`config.mk`:
```
export PLATFORM = sky130hd
export DESIGN_NAME = alarm_clock_controller
export DESIGN_NICKNAME = d
export VERILOG_FILES = /design/src/rtl/alarm_clock_controller.sv
export SDC_FILE = /design/constraint.sdc
export NUM_CORES = 1
export LEC_CHECK = 0
export BUFFER_PORTS_ARGS = -buffer_cell sky130_fd_sc_hd__buf_2
export CORE_UTILIZATION = 57
export CTS_CLUSTER_SIZE = 12
export DETAILED_ROUTE_END_ITERATION = 8
export GPL_TIMING_DRIVEN = 0
export HOLD_SLACK_MARGIN = 0.05
export PLACE_DENSITY = 0.83
export REMOVE_ABC_BUFFERS = 1
export SLEW_MARGIN = 25
export SYNTH_ARGS = -nofsm -noshare
export SYNTH_HDL_FRONTEND = slang
export SYNTH_SLANG_ARGS = --single-unit
export TNS_END_PERCENT = 50
```
`constraint.sdc`:
```
create_clock -name clk -period 3 [get_ports clk]
set_input_delay 0.45 -clock clk [delete_from_list [all_inputs] [get_ports clk]]
set_output_delay 0.45 -clock clk [all_outputs]
set_load 0.01 [all_outputs]
```
`src/rtl/alarm_clock_controller.sv`:
```
// Mode controller for the alarm clock: sequences time/alarm counter enables,
// manual setting, alarm arming and the buzzer. All outputs are registered.
module alarm_clock_controller #(
  parameter int unsigned RING_SECONDS = 60
) (
  input  logic       clk,
  input  logic       reset,
  input  logic       tick_1hz,
  input  logic       btn_mode,
  input  logic       btn_up,
  input  logic       btn_down,
  input  logic       btn_alarm,
  input  logic       sec_tc,
  input  logic       min_tc,
  input  logic       alarm_match,
  output logic       sec_en,
  output logic       sec_clr,
  output logic       min_en,
  output logic       hour_en,
  output logic       alm_min_en,
  output logic       alm_hour_en,
  output logic       cnt_dir,
  output logic [2:0] mode,
  output logic       alarm_armed,
  output logic       buzzer,
  output logic       blink
);

  localparam logic [2:0] CLOCK        = 3'd0;
  localparam logic [2:0] SET_CLK_HOUR = 3'd1;
  localparam logic [2:0] SET_CLK_MIN  = 3'd2;
  localparam logic [2:0] SET_ALM_HOUR = 3'd3;
  localparam logic [2:0] SET_ALM_MIN  = 3'd4;
  localparam logic [2:0] RINGING      = 3'd5;

  localparam logic [7:0] RING_LAST = 8'(RING_SECONDS - 1);

  logic [2:0] state;
  logic       match_prev;
  logic [7:0] ring_cnt;
  logic       adjust;
  logic       match_rise;

  assign mode = state;

  // Simultaneous up and down cancel; a mode press always drops the adjust.
  always_comb begin
    adjust     = (btn_up ^ btn_down) & ~btn_mode;
    match_rise = alarm_match & ~match_prev;
  end

  always_ff @(posedge clk) begin
    if (reset) begin
      state       <= CLOCK;
      match_prev  <= 1'b0;
      ring_cnt    <= '0;
      sec_en      <= 1'b0;
      sec_clr     <= 1'b0;
      min_en      <= 1'b0;
      hour_en     <= 1'b0;
      alm_min_en  <= 1'b0;
      alm_hour_en <= 1'b0;
      cnt_dir     <= 1'b1;
      alarm_armed <= 1'b0;
      buzzer      <= 1'b0;
      blink       <= 1'b0;
    end else begin
      sec_en      <= 1'b0;
      sec_clr     <= 1'b0;
      min_en      <= 1'b0;
      hour_en     <= 1'b0;
      alm_min_en  <= 1'b0;
      alm_hour_en <= 1'b0;
      match_prev  <= alarm_match;

      if ((state == CLOCK || state == RINGING) && tick_1hz) begin
        sec_en  <= 1'b1;
        min_en  <= sec_tc;
        hour_en <= sec_tc & min_tc;
        cnt_dir <= 1'b1;
      end

      case (state)
        CLOCK: begin
          blink <= 1'b0;
          if (btn_alarm) alarm_armed <= ~alarm_armed;
          if (match_rise && alarm_armed) begin
            state    <= RINGING;
            ring_cnt <= '0;
            buzzer   <= 1'b1;
          end else if (btn_mode) begin
            state   <= SET_CLK_HOUR;
            sec_clr <= 1'b1;
          end
        end

        SET_CLK_HOUR, SET_CLK_MIN, SET_ALM_HOUR, SET_ALM_MIN: begin
          if (btn_mode) begin
            state <= (state == SET_ALM_MIN) ? CLOCK : state + 3'd1;
            blink <= 1'b0;
          end else begin
            if (tick_1hz) blink <= ~blink;
            if (adjust) begin
              cnt_dir <= btn_up;
              case (state)
                SET_CLK_HOUR: hour_en     <= 1'b1;
                SET_CLK_MIN:  min_en      <= 1'b1;
                SET_ALM_HOUR: alm_hour_en <= 1'b1;
                default:      alm_min_en  <= 1'b1;
              endcase
            end
          end
        end

        RINGING: begin
          if (btn_alarm || (tick_1hz && ring_cnt == RING_LAST)) begin
            state    <= CLOCK;
            buzzer   <= 1'b0;
            ring_cnt <= '0;
          end else if (tick_1hz) begin
            ring_cnt <= ring_cnt + 8'd1;
          end
        end

        default: begin
          state    <= CLOCK;
          buzzer   <= 1'b0;
          blink    <= 1'b0;
          ring_cnt <= '0;
        end
      endcase
    end
  end

endmodule

```
# --- Word-level counts from Yosys, hierarchy flattened ---
# Index checks and enable logic that the tools add are counted.
word_totals:
  input_bits: 10
  out_inout_bits: 13
  reg_bits: 22
  word_cells: 88
op_classes:
  n_addsub: 2
  mux: 34
  reduce_logical: 15
  bitwise: 12
  eq_ne: 12
op_table:
  columns: ["cell", "n"]
  rows:
  - ["$mux W8", 3]
  - ["$pmux W8 S3", 1]
  - ["$mux W1", 22]
  - ["$mux W3", 5]
  - ["$pmux W3 S3", 1]
  - ["$reduce_and A3 Y1", 3]
  - ["$add A8 B1 Y8 const B", 1]
  - ["$eq A8 B6 Y1 const B", 1]
  - ["$not A1 Y1", 8]
  - ["$reduce_or A4 Y1", 2]
  - ["$eq A3 B2 Y1 const B", 2]
  - ["$eq A3 B3 Y1 const B", 2]
  - ["$ne A3 B2 Y1 const B", 2]
  - ["$reduce_or A3 Y1", 2]
  - ["$ne A2 B1 Y1 const B", 2]
  - ["$reduce_and A2 Y1", 2]
  - ["$add A3 B1 Y3 const B", 1]
  - ["$and A1 B1 Y1", 3]
  - ["$eq A3 B1 Y1 const B", 1]
  - ["$logic_and A1 B1 Y1", 3]
  - ["$logic_not A3 Y1", 1]
  - ["$ne A3 B3 Y1 const B", 1]
  - ["$pmux W1 S3", 1]
  - ["$logic_or A1 B1 Y1", 2]
  - ["3 further kinds", 3]

# --- Depth between registers and ports, before layout ---
# Gate-level depths: netlist of run 1.
logic_depth:
  word_depth: 8
  mapped_depth: 7
  ltp_nobuf: 6

# --- Least setup slack after synthesis of run 1 ---
# OpenSTA, ideal clock, no wires.
synth_timing:
  path_type: "register to register"
  from: "register state[1], in the netlist mode[1]"
  to: "register state[0], in the netlist mode[0]"
  period_less_slack_ps: 2006
  n_path_buf: 0
  stages_incl_launch_ff: 7
  setup_slack_ps: 994
  t_required_ps: 2879
  setup_time_ps: 121
  arrival_ps: 1885
  cell_sequence: "dfxtp_1 inv_1 ha_1 nor4_4 o22ai_2 a21oi_1 mux2_2"
synth_between:
  elab_chain_len: 4
  word_cells_on_any_way: 14
  classes_between: "eq/ne: 8; mux: 3; reduce/logical: 3"
synth_rtl:
  columns: ["item", "line", "text"]
  rows:
  - ["start, declared", "38", "logic [2:0] state;"]
  - ["start signal, assigned", "99", "state <= (state == SET_ALM_MIN) ? CLOCK : state + 3'd1;"]
  - ["$eq A3 B3 Y1 (tied with other cells)", "83, 99", null]
  - ["$reduce_or A4 Y1 / $mux W3 (equally long branches)", "83, 99", null]
  - ["$ne A2 B2 Y1 (no line) / $mux W3 (equally long branches)", null, null]
  - ["$reduce_and A3 Y1 (no line) / $pmux W3 S3 (equally long branches)", null, null]
# Several ways; a longest one is shown, not always the timed one. The select of a mux whose other input is x is not followed.
# A chain may end at the register's enable or synchronous reset.

# --- Worst setup path after layout of run 1 ---
# Same ends and word-level chain as after synthesis.

==> flow_summary.yaml, run 1 <==
run_status:
  status: "finished, final reports clean"
timing:
  period_share: 0.784
  fmax_ghz: 0.425
  relSlewSlack: 0.614
  fin_tns_setup_ns: 0
  rsz0062_at_grt: "no"
  hold_viol: 0
  setup_slack_ns: 0.647
  maxSlewViolCount: 0
  tightest_slew_ns: 0.580
  fin_skew_ns: 0.00121
  setup_viol: 0
  min_period_ns: 2.35
route:
  wl_per_cell_um: 13.3
  vias: 995
  drt_wl_total_um: 2260
  drc: 0
  first_pass_iters: 4
  drt_iter0_drc: 24
  viasPerCell: 5.85
  ant_nets: 0
synthesis:
  ys_seq_area_frac: 0.395
  synthFlopType: "dfxtp_1"
  synthCells: 122
  syn_avg_cell_area_um2: 9.14
  synth_edf_count: 0
  ys_types: 46
  ys_async_sr_fraction: 0
  syn_area_um2: 1110
  yosys_warnings: 0
  yosys_register_bits: 22
power:
  swShare: 0.338
  ir_drop_v: 0.000642
  p_leak_uw: 0.000533
  seqPwrFrac: 0.411
  p_comb_frac: 0.334
  p_sw_uw: 299
  power.share.clock: 0.255
  p_int_uw: 585
  p_per_area_nw_per_um2: 684
clocking:
  cts_buffer_depth: 2
  clk_pin_slew_ns: 0.13
  clkSinkCount: 22
  cts_tree: "built"
  numCtsBuffers: 3
  post-cts-setup-buffers: 0
  cts_resized: 0
  cts_hold_buf: 0
  root_buffer: "clkbuf_4"
  clk_latency_ns: 0.30
  h-tree-depth: 1
final_layout:
  diodes: 0
  fillers: 145
  fin_nets: 162
  fin_area_um2: 1290
  regMostFlops: "ring_cnt"
  mostFrequentLayoutCells: "dfxtp_1 (22), buf_2 (22), nand2_1 (10)"
  largest_reg_flops: 8
  drive_above_1_share: 0.214
  register_area_um2: 440
  multi_input_area_um2: 636
  syn_to_final_growth_pct: 15.9
  utilization: 0.725
setup_path:
  r2r-start: "mode[1]"
  required_ns: 3.21
  start_kind: "flip-flop"
  critPathMaxFanout: 16
  end_kind: "flip-flop"
  cp.arrival_ns: 2.56
  setup.worst_path.start: "mode[1]"
  crit_type: "flip-flop to flip-flop"
  r2r_slack_ns: 0.65
floorplanning:
  core_um2: 1780
  rows: 15
  design.die.area_um2: 2140
  die_y_um: 46.2
  start_util: 0.625
  dieWidth_um: 46.2
  io_pins: 23
global_routing:
  grt_pass1_vias: 822
  grt_pass1_wl_um: 3660
  grt_max_degree: 17
  track_usage: 0.236
  antenna_found_initial: 0
  grt_overflow: 0
place:
  place.detailed.hpwl_um: 1620
  numPortBuffers: 22
  pre_cts_slack_ns: 0.637
  gp_congestion: 0.803
  postPlaceCellArea_um2: 1240
worst_hold_path:
  hp-class: "input pin to flip-flop"
  min_from: "btn_down"
run:
  max_cap_violations: 0
## area by class of cell
cell class | count | share of cell area
well taps | 25 | 0.0242
multi-input cells | 91 | 0.492
inverters | 6 | 0.0174
clock buffers | 3 | 0.0174
flip-flops and latches | 22 | 0.341
repair buffers | 22 | 0.0852
clock inverters | 1 | 0.0232
## cell usage after synthesis (all sizes together) (3+ instances only)
library cell | n | area share
a21oi | 8 | 0.036
dfxtp | 22 | 0.40
ha | 6 | 0.067
inv | 6 | 0.020
nand2 | 10 | 0.034
nand3 | 3 | 0.013
nor2 | 9 | 0.030
nor3 | 4 | 0.018
o21ai | 3 | 0.017
o31ai | 4 | 0.027
or4 | 4 | 0.027
## power by group through the flow
| stage | Combinational (uW) | Clock (uW) | Sequential (uW) |
|---|---|---|---|
| after floorplan | 199 | 0 | 378 |
| after global placement | 285 | 0 | 366 |
| after detailed placement | 291 | 0 | 369 |
| after CTS | 295 | 227 | 362 |
| after global routing | 331 | 240 | 369 |
| final | 295 | 225 | 363 |
## worst paths after layout
kind | cells after the start | endpoint
hold / removal | 2 | cnt_dir
setup reg to reg | 6 | mode[0]
hold reg to reg | 2 | blink
setup / recovery | 6 | mode[0]
## per-stage QoR
step	power (uW)	hold WS, ns	instances
after floorplan	576	0.448	119
after global placement	651	0.452	166
after detailed placement	660	0.467	166
after CTS	884	0.355	170
after global routing	939	0.349	170
final	884	0.357	170
## per-layer routing
layer	share of wire	track usage	routed length [um]	up-vias
li1	-	-	-	500
met1	0.48	0.332	1090	453
met2	0.46	0.369	1030	35
met3	0.039	0.0353	88	7
met4	0.020	0.0706	46	0
met5	0	0	0	-
## cell families after synthesis
logic type | after synthesis | share of synthesized area
xor+xnor | 3 | 0.0236
compound gates | 29 | 0.185
buf+inv | 9 | 0.0348
fa+ha+maj | 6 | 0.0673
simple gates | 50 | 0.266
mux | 3 | 0.0281
flops | 22 | 0.395
## critical path, stage by stage, from the launching register on
cell     delay [ns]
dfxtp_1        0.41
inv_1          0.09
ha_1           0.28
nor4_4         0.37
o22ai_2        0.29
a21oi_1        0.43
mux2_2         0.38
Note: power is estimated with default switching activity, not from simulation.
==> inputs of run 2 (changes only) <==
--- a/config.mk
+++ b/config.mk
@@ -6,12 +6,12 @@
 export NUM_CORES = 1
 export LEC_CHECK = 0
 export BUFFER_PORTS_ARGS = -buffer_cell sky130_fd_sc_hd__buf_2
-export CORE_UTILIZATION = 57
+export CORE_UTILIZATION = 53
 export CTS_CLUSTER_SIZE = 12
 export DETAILED_ROUTE_END_ITERATION = 8
 export GPL_TIMING_DRIVEN = 0
 export HOLD_SLACK_MARGIN = 0.05
-export PLACE_DENSITY = 0.83
+export PLACE_DENSITY = 0.78
 export REMOVE_ABC_BUFFERS = 1
 export SLEW_MARGIN = 25
 export SYNTH_ARGS = -nofsm -noshare
==> constraint.sdc (replaced) <==
create_clock -name clk -period 2.2 [get_ports clk]
set_input_delay 0.33 -clock clk [delete_from_list [all_inputs] [get_ports clk]]
set_output_delay 0.33 -clock clk [all_outputs]
set_load 0.01 [all_outputs]
==> flow_summary.yaml, run 2 (synthesized netlist as in run 1, its figures left out) <==
run_status:
  status: "finished, final reports clean"
floorplanning:
  core_um2: 1960
  start_util: 0.568
  rows: 16
  io_pins: 23
  die_y_um: 47.9
  design.die.area_um2: 2290
  dieWidth_um: 47.9
power:
  power.share.clock: 0.245
  swShare: 0.342
  total_power_uw: 1250
  ir_drop_v: 0.000619
  p_comb_frac: 0.357
  p_leak_uw: 0.000538
  p_int_uw: 819
  p_per_area_nw_per_um2: 946
  p_sw_uw: 426
  seqPwrFrac: 0.398
global_routing:
  track_usage: 0.242
  grt_pass1_vias: 865
  grt_pass1_wl_um: 3840
  antenna_found_initial: 0
  grt_max_degree: 17
  grt_overflow: 0
place:
  place.detailed.hpwl_um: 1690
  numPortBuffers: 22
  gp_congestion: 0.741
  postPlaceCellArea_um2: 1240
timing:
  hold_viol: 0
  setup_viol: 0
  fin_skew_ns: 0.00501
  min_period_ns: 2.04
  whs_ns: 0.250
  period_share: 0.928
  maxSlewViolCount: 0
  fmax_ghz: 0.490
  tightest_slew_ns: 0.500
  relSlewSlack: 0.666
  rsz0062_at_grt: "no"
final_layout:
  regMostFlops: "ring_cnt"
  fin_area_um2: 1320
  mostFrequentLayoutCells: "buf_2 (22), dfxtp_1 (20), nand2_1 (10)"
  syn_to_final_growth_pct: 18.1
  fillers: 182
  drive_above_1_share: 0.240
  final_common_cell: "buf_2"
  utilization: 0.671
  fin_nets: 163
  diodes: 0
  largest_reg_flops: 8
route:
  ant_nets: 0
  wl_per_cell_um: 14.3
  first_pass_iters: 4
  drc: 0
  viasPerCell: 5.90
  drt_iter0_drc: 48
  drt_wl_total_um: 2470
  vias: 1020
clocking:
  cts_buffer_depth: 2
  h-tree-depth: 1
  clk_pin_slew_ns: 0.13
  clk_latency_ns: 0.30
  cts_tree: "built"
  numCtsBuffers: 3
  clkSinkCount: 22
  root_buffer: "clkbuf_4"
setup_path:
  critPathMaxFanout: 16
  crit_type: "flip-flop to flip-flop"
  start_kind: "flip-flop"
  cp.arrival_ns: 2.29
  required_ns: 2.44
  rr_worst_depth: 6
  end_kind: "flip-flop"
run:
  max_cap_violations: 0
worst_hold_path:
  min_delay_path_depth: 2
  hp-class: "input pin to flip-flop"
## run 2: timing repair
| item | in CTS | in global routing |
|---|---|---|
| endpoints found under the hold margin | 0 | 0 |
| endpoints found under the setup margin | 7 | 5 |
| pin swaps | 1 | 0 |
| hold buffers | 0 | 0 |
| resized for setup | 2 | 2 |
| setup buffers | 1 | 0 |
## run 2: final timing paths
kind              startpoint           to  slack [ns]
hold reg to reg        blink        blink        0.48
hold / removal      btn_down      cnt_dir        0.25
setup reg to reg     mode[0]  ring_cnt[7]        0.16
setup / recovery     mode[0]  ring_cnt[7]        0.16
## run 2: worst max-delay path, stage by stage (launching register included)
cell	delay, ns
dfxtp_2	0.40
inv_1	0.09
ha_1	0.27
nor4_4	0.33
o22ai_4	0.21
or4_1	0.55
a21oi_1	0.15
## run 2: metrics by stage
| step | instances | setup TNS [ns] | worst slack, ns |
|---|---|---|---|
| after CTS | 173 | 0 | 0.108 |
| after global placement | 168 | -0.0826 | -0.0826 |
| after floorplan | 119 | 0 | 0.0958 |
| after detailed placement | 168 | -0.102 | -0.102 |
| after global routing | 173 | 0 | 0.0199 |
| final | 173 | 0 | 0.158 |
## run 2: area by class of cell
type	count	area, um2	area share
Tap cell	27	33.8	0.0257
Sequential cell	22	443	0.337
Clock inverter	1	30.0	0.0228
Inverter	6	22.5	0.0171
Clock buffer	3	22.5	0.0171
Timing Repair Buffer	23	118	0.0894
Multi-Input combinational cell	91	647	0.491
## run 2: routing by layer
layer | vias up | routed length (um) | GRT usage
li1 | 500 | - | -
met1 | 461 | 1110 | 0.324
met2 | 53 | 1130 | 0.397
met3 | 6 | 175 | 0.0340
met4 | 0 | 55 | 0.0833
met5 | - | 0 | 0
## run 2: power by group through the flow
stage               logic (uW)  clock network, uW  registers [uW]
floorplan                  271                  0             515
global placement           389                  0             499
detailed placement         399                  0             503
CTS                        435                313             494
global route               488                325             505
finish                     444                306             496
==> inputs of run 3 (changes only) <==
--- a/config.mk
+++ b/config.mk
@@ -6,6 +6,7 @@
 export NUM_CORES = 1
 export LEC_CHECK = 0
 export BUFFER_PORTS_ARGS = -buffer_cell sky130_fd_sc_hd__buf_2
+export CORE_MARGIN = 4
 export CORE_UTILIZATION = 53
 export CTS_CLUSTER_SIZE = 12
 export DETAILED_ROUTE_END_ITERATION = 8
==> flow_summary.yaml, run 3 (synthesized netlist as in run 1, its figures left out) <==
place:
  postPlaceCellArea_um2: 1240
  gp_congestion: 0.771
  place.detailed.hpwl_um: 1700
  numPortBuffers: 22
clocking:
  clk_latency_ns: 0.31
  root_buffer: "clkbuf_4"
  cts_buffer_depth: 2
  numCtsBuffers: 3
  clkSinkCount: 22
  cts_tree: "built"
  h-tree-depth: 1
  cts_hold_buf: 0
  clk_pin_slew_ns: 0.13
floorplanning:
  core_um2: 1980
  start_util: 0.562
  design.die.area_um2: 2900
  die_y_um: 53.9
  rows: 16
  io_pins: 23
  dieWidth_um: 53.9
setup_path:
  r2r_slack_ns: 0.14
  crit_type: "flip-flop to flip-flop"
  r2r-start: "mode[0]"
  rr_worst_depth: 7
  required_ns: 2.42
  critPathMaxFanout: 16
  r2r-end: "mode[0]"
  cp.arrival_ns: 2.28
  end_kind: "flip-flop"
  start_kind: "flip-flop"
timing:
  fin_skew_ns: 0.00814
  tightest_slew_ns: 0.487
  period_share: 0.936
  min_period_ns: 2.06
  setup_viol: 0
  whs_ns: 0.218
  fmax_ghz: 0.486
  maxSlewViolCount: 0
  relSlewSlack: 0.675
  hold_viol: 0
  rsz0062_at_grt: "no"
global_routing:
  grt_overflow: 0
  track_usage: 0.166
  grt_max_degree: 17
  grt_pass1_vias: 814
  grt_pass1_wl_um: 3480
  antenna_found_initial: 0
final_layout:
  register_area_um2: 442
  fin_nets: 163
  final_common_cell: "buf_2"
  regMostFlops: "ring_cnt"
  diodes: 0
  largest_reg_flops: 8
  mostFrequentLayoutCells: "buf_2 (22), dfxtp_1 (21), nand2_1 (10)"
  syn_to_final_growth_pct: 16.5
  fillers: 163
  drive_above_1_share: 0.233
  fin_area_um2: 1300
  multi_input_area_um2: 647
route:
  first_pass_iters: 4
  drt_iter0_drc: 14
  vias: 988
  drc: 0
  viasPerCell: 5.71
  ant_nets: 0
  drt_wl_total_um: 2250
  wl_per_cell_um: 13.0
worst_hold_path:
  min_from: "btn_down"
  min_to: "cnt_dir"
  hp-class: "input pin to flip-flop"
  min_delay_path_depth: 2
run:
  max_cap_violations: 0
power:
  ir_drop_v: 0.000455
  p_leak_uw: 0.000530
  p_per_area_nw_per_um2: 886
run_status:
  status: "finished, final reports clean"
## run 3: cell types whose count changed in the layout (fill, tap and decap cells not counted), sizes merged
cell    before  now
clkbuf       3    4
bufinv       1    0
## run 3: worst max-delay path by stage
stage	startpoint	end	slack [ns]	depth (start not counted)
6_report	mode[0]	mode[0]	0.14	7
5_1_grt	mode[0]	ring_cnt[6]	0.02	7
4_1_cts	mode[1]	mode[0]	0.04	6
3_5_place_dp	mode[1]	mode[0]	-0.11	6
3_3_place_gp	mode[1]	mode[0]	-0.08	6
2_1_floorplan	mode[1]	mode[0]	0.1	6
## run 3: worst max-delay path, cell delays in order, from the launching register on
cell and delay (ns):
dfxtp_2 0.40, inv_1 0.09, ha_1 0.27, nor4_4 0.24, buf_4 0.19, o22ai_4 0.14
a21oi_2 0.28, mux2_2 0.36
## run 3: power breakdown
group | leakage, uW | internal [uW] | switching [uW] | total (uW)
Combinational | 0.000330 | 182 | 247 | 428
Clock | 0.0000210 | 101 | 127 | 228
Sequential | 0.000179 | 452 | 43.6 | 495
Total | 0.000530 | 734 | 417 | 1150
## run 3: area by class of cell
class	count	area share
Sequential cell	22	0.340
Tap cell	27	0.0260
Inverter	6	0.0173
Timing Repair Buffer	23	0.0906
Clock buffer	4	0.0279
Multi-Input combinational cell	91	0.498
## run 3: repair_timing
item,in CTS,in global routing
endpoints found under the setup margin,4,5
resized for setup,2,1
endpoints found under the hold margin,0,0
pin swaps,0,2
buffers inserted,0,1
## run 3: layer usage
metal,wire length [um],vias up,GRT usage
li1,-,506,-
met1,1110,442,0.235
met2,918,35,0.236
met3,173,5,0.0277
met4,42,0,0.0894
met5,0,-,0
## run 3: stage by stage
stage          setup slack [ns]   util  total power [uW]  TNS (ns)  cells
6_report                  0.141  0.655              1150         0    173
4_1_cts                  0.0402  0.651              1150         0    172
3_5_place_dp             -0.113  0.627               900    -0.113    168
3_3_place_gp            -0.0823  0.627               889   -0.0823    168
5_1_grt                  0.0182  0.655              1230         0    173
2_1_floorplan            0.0958      -               786         0    119
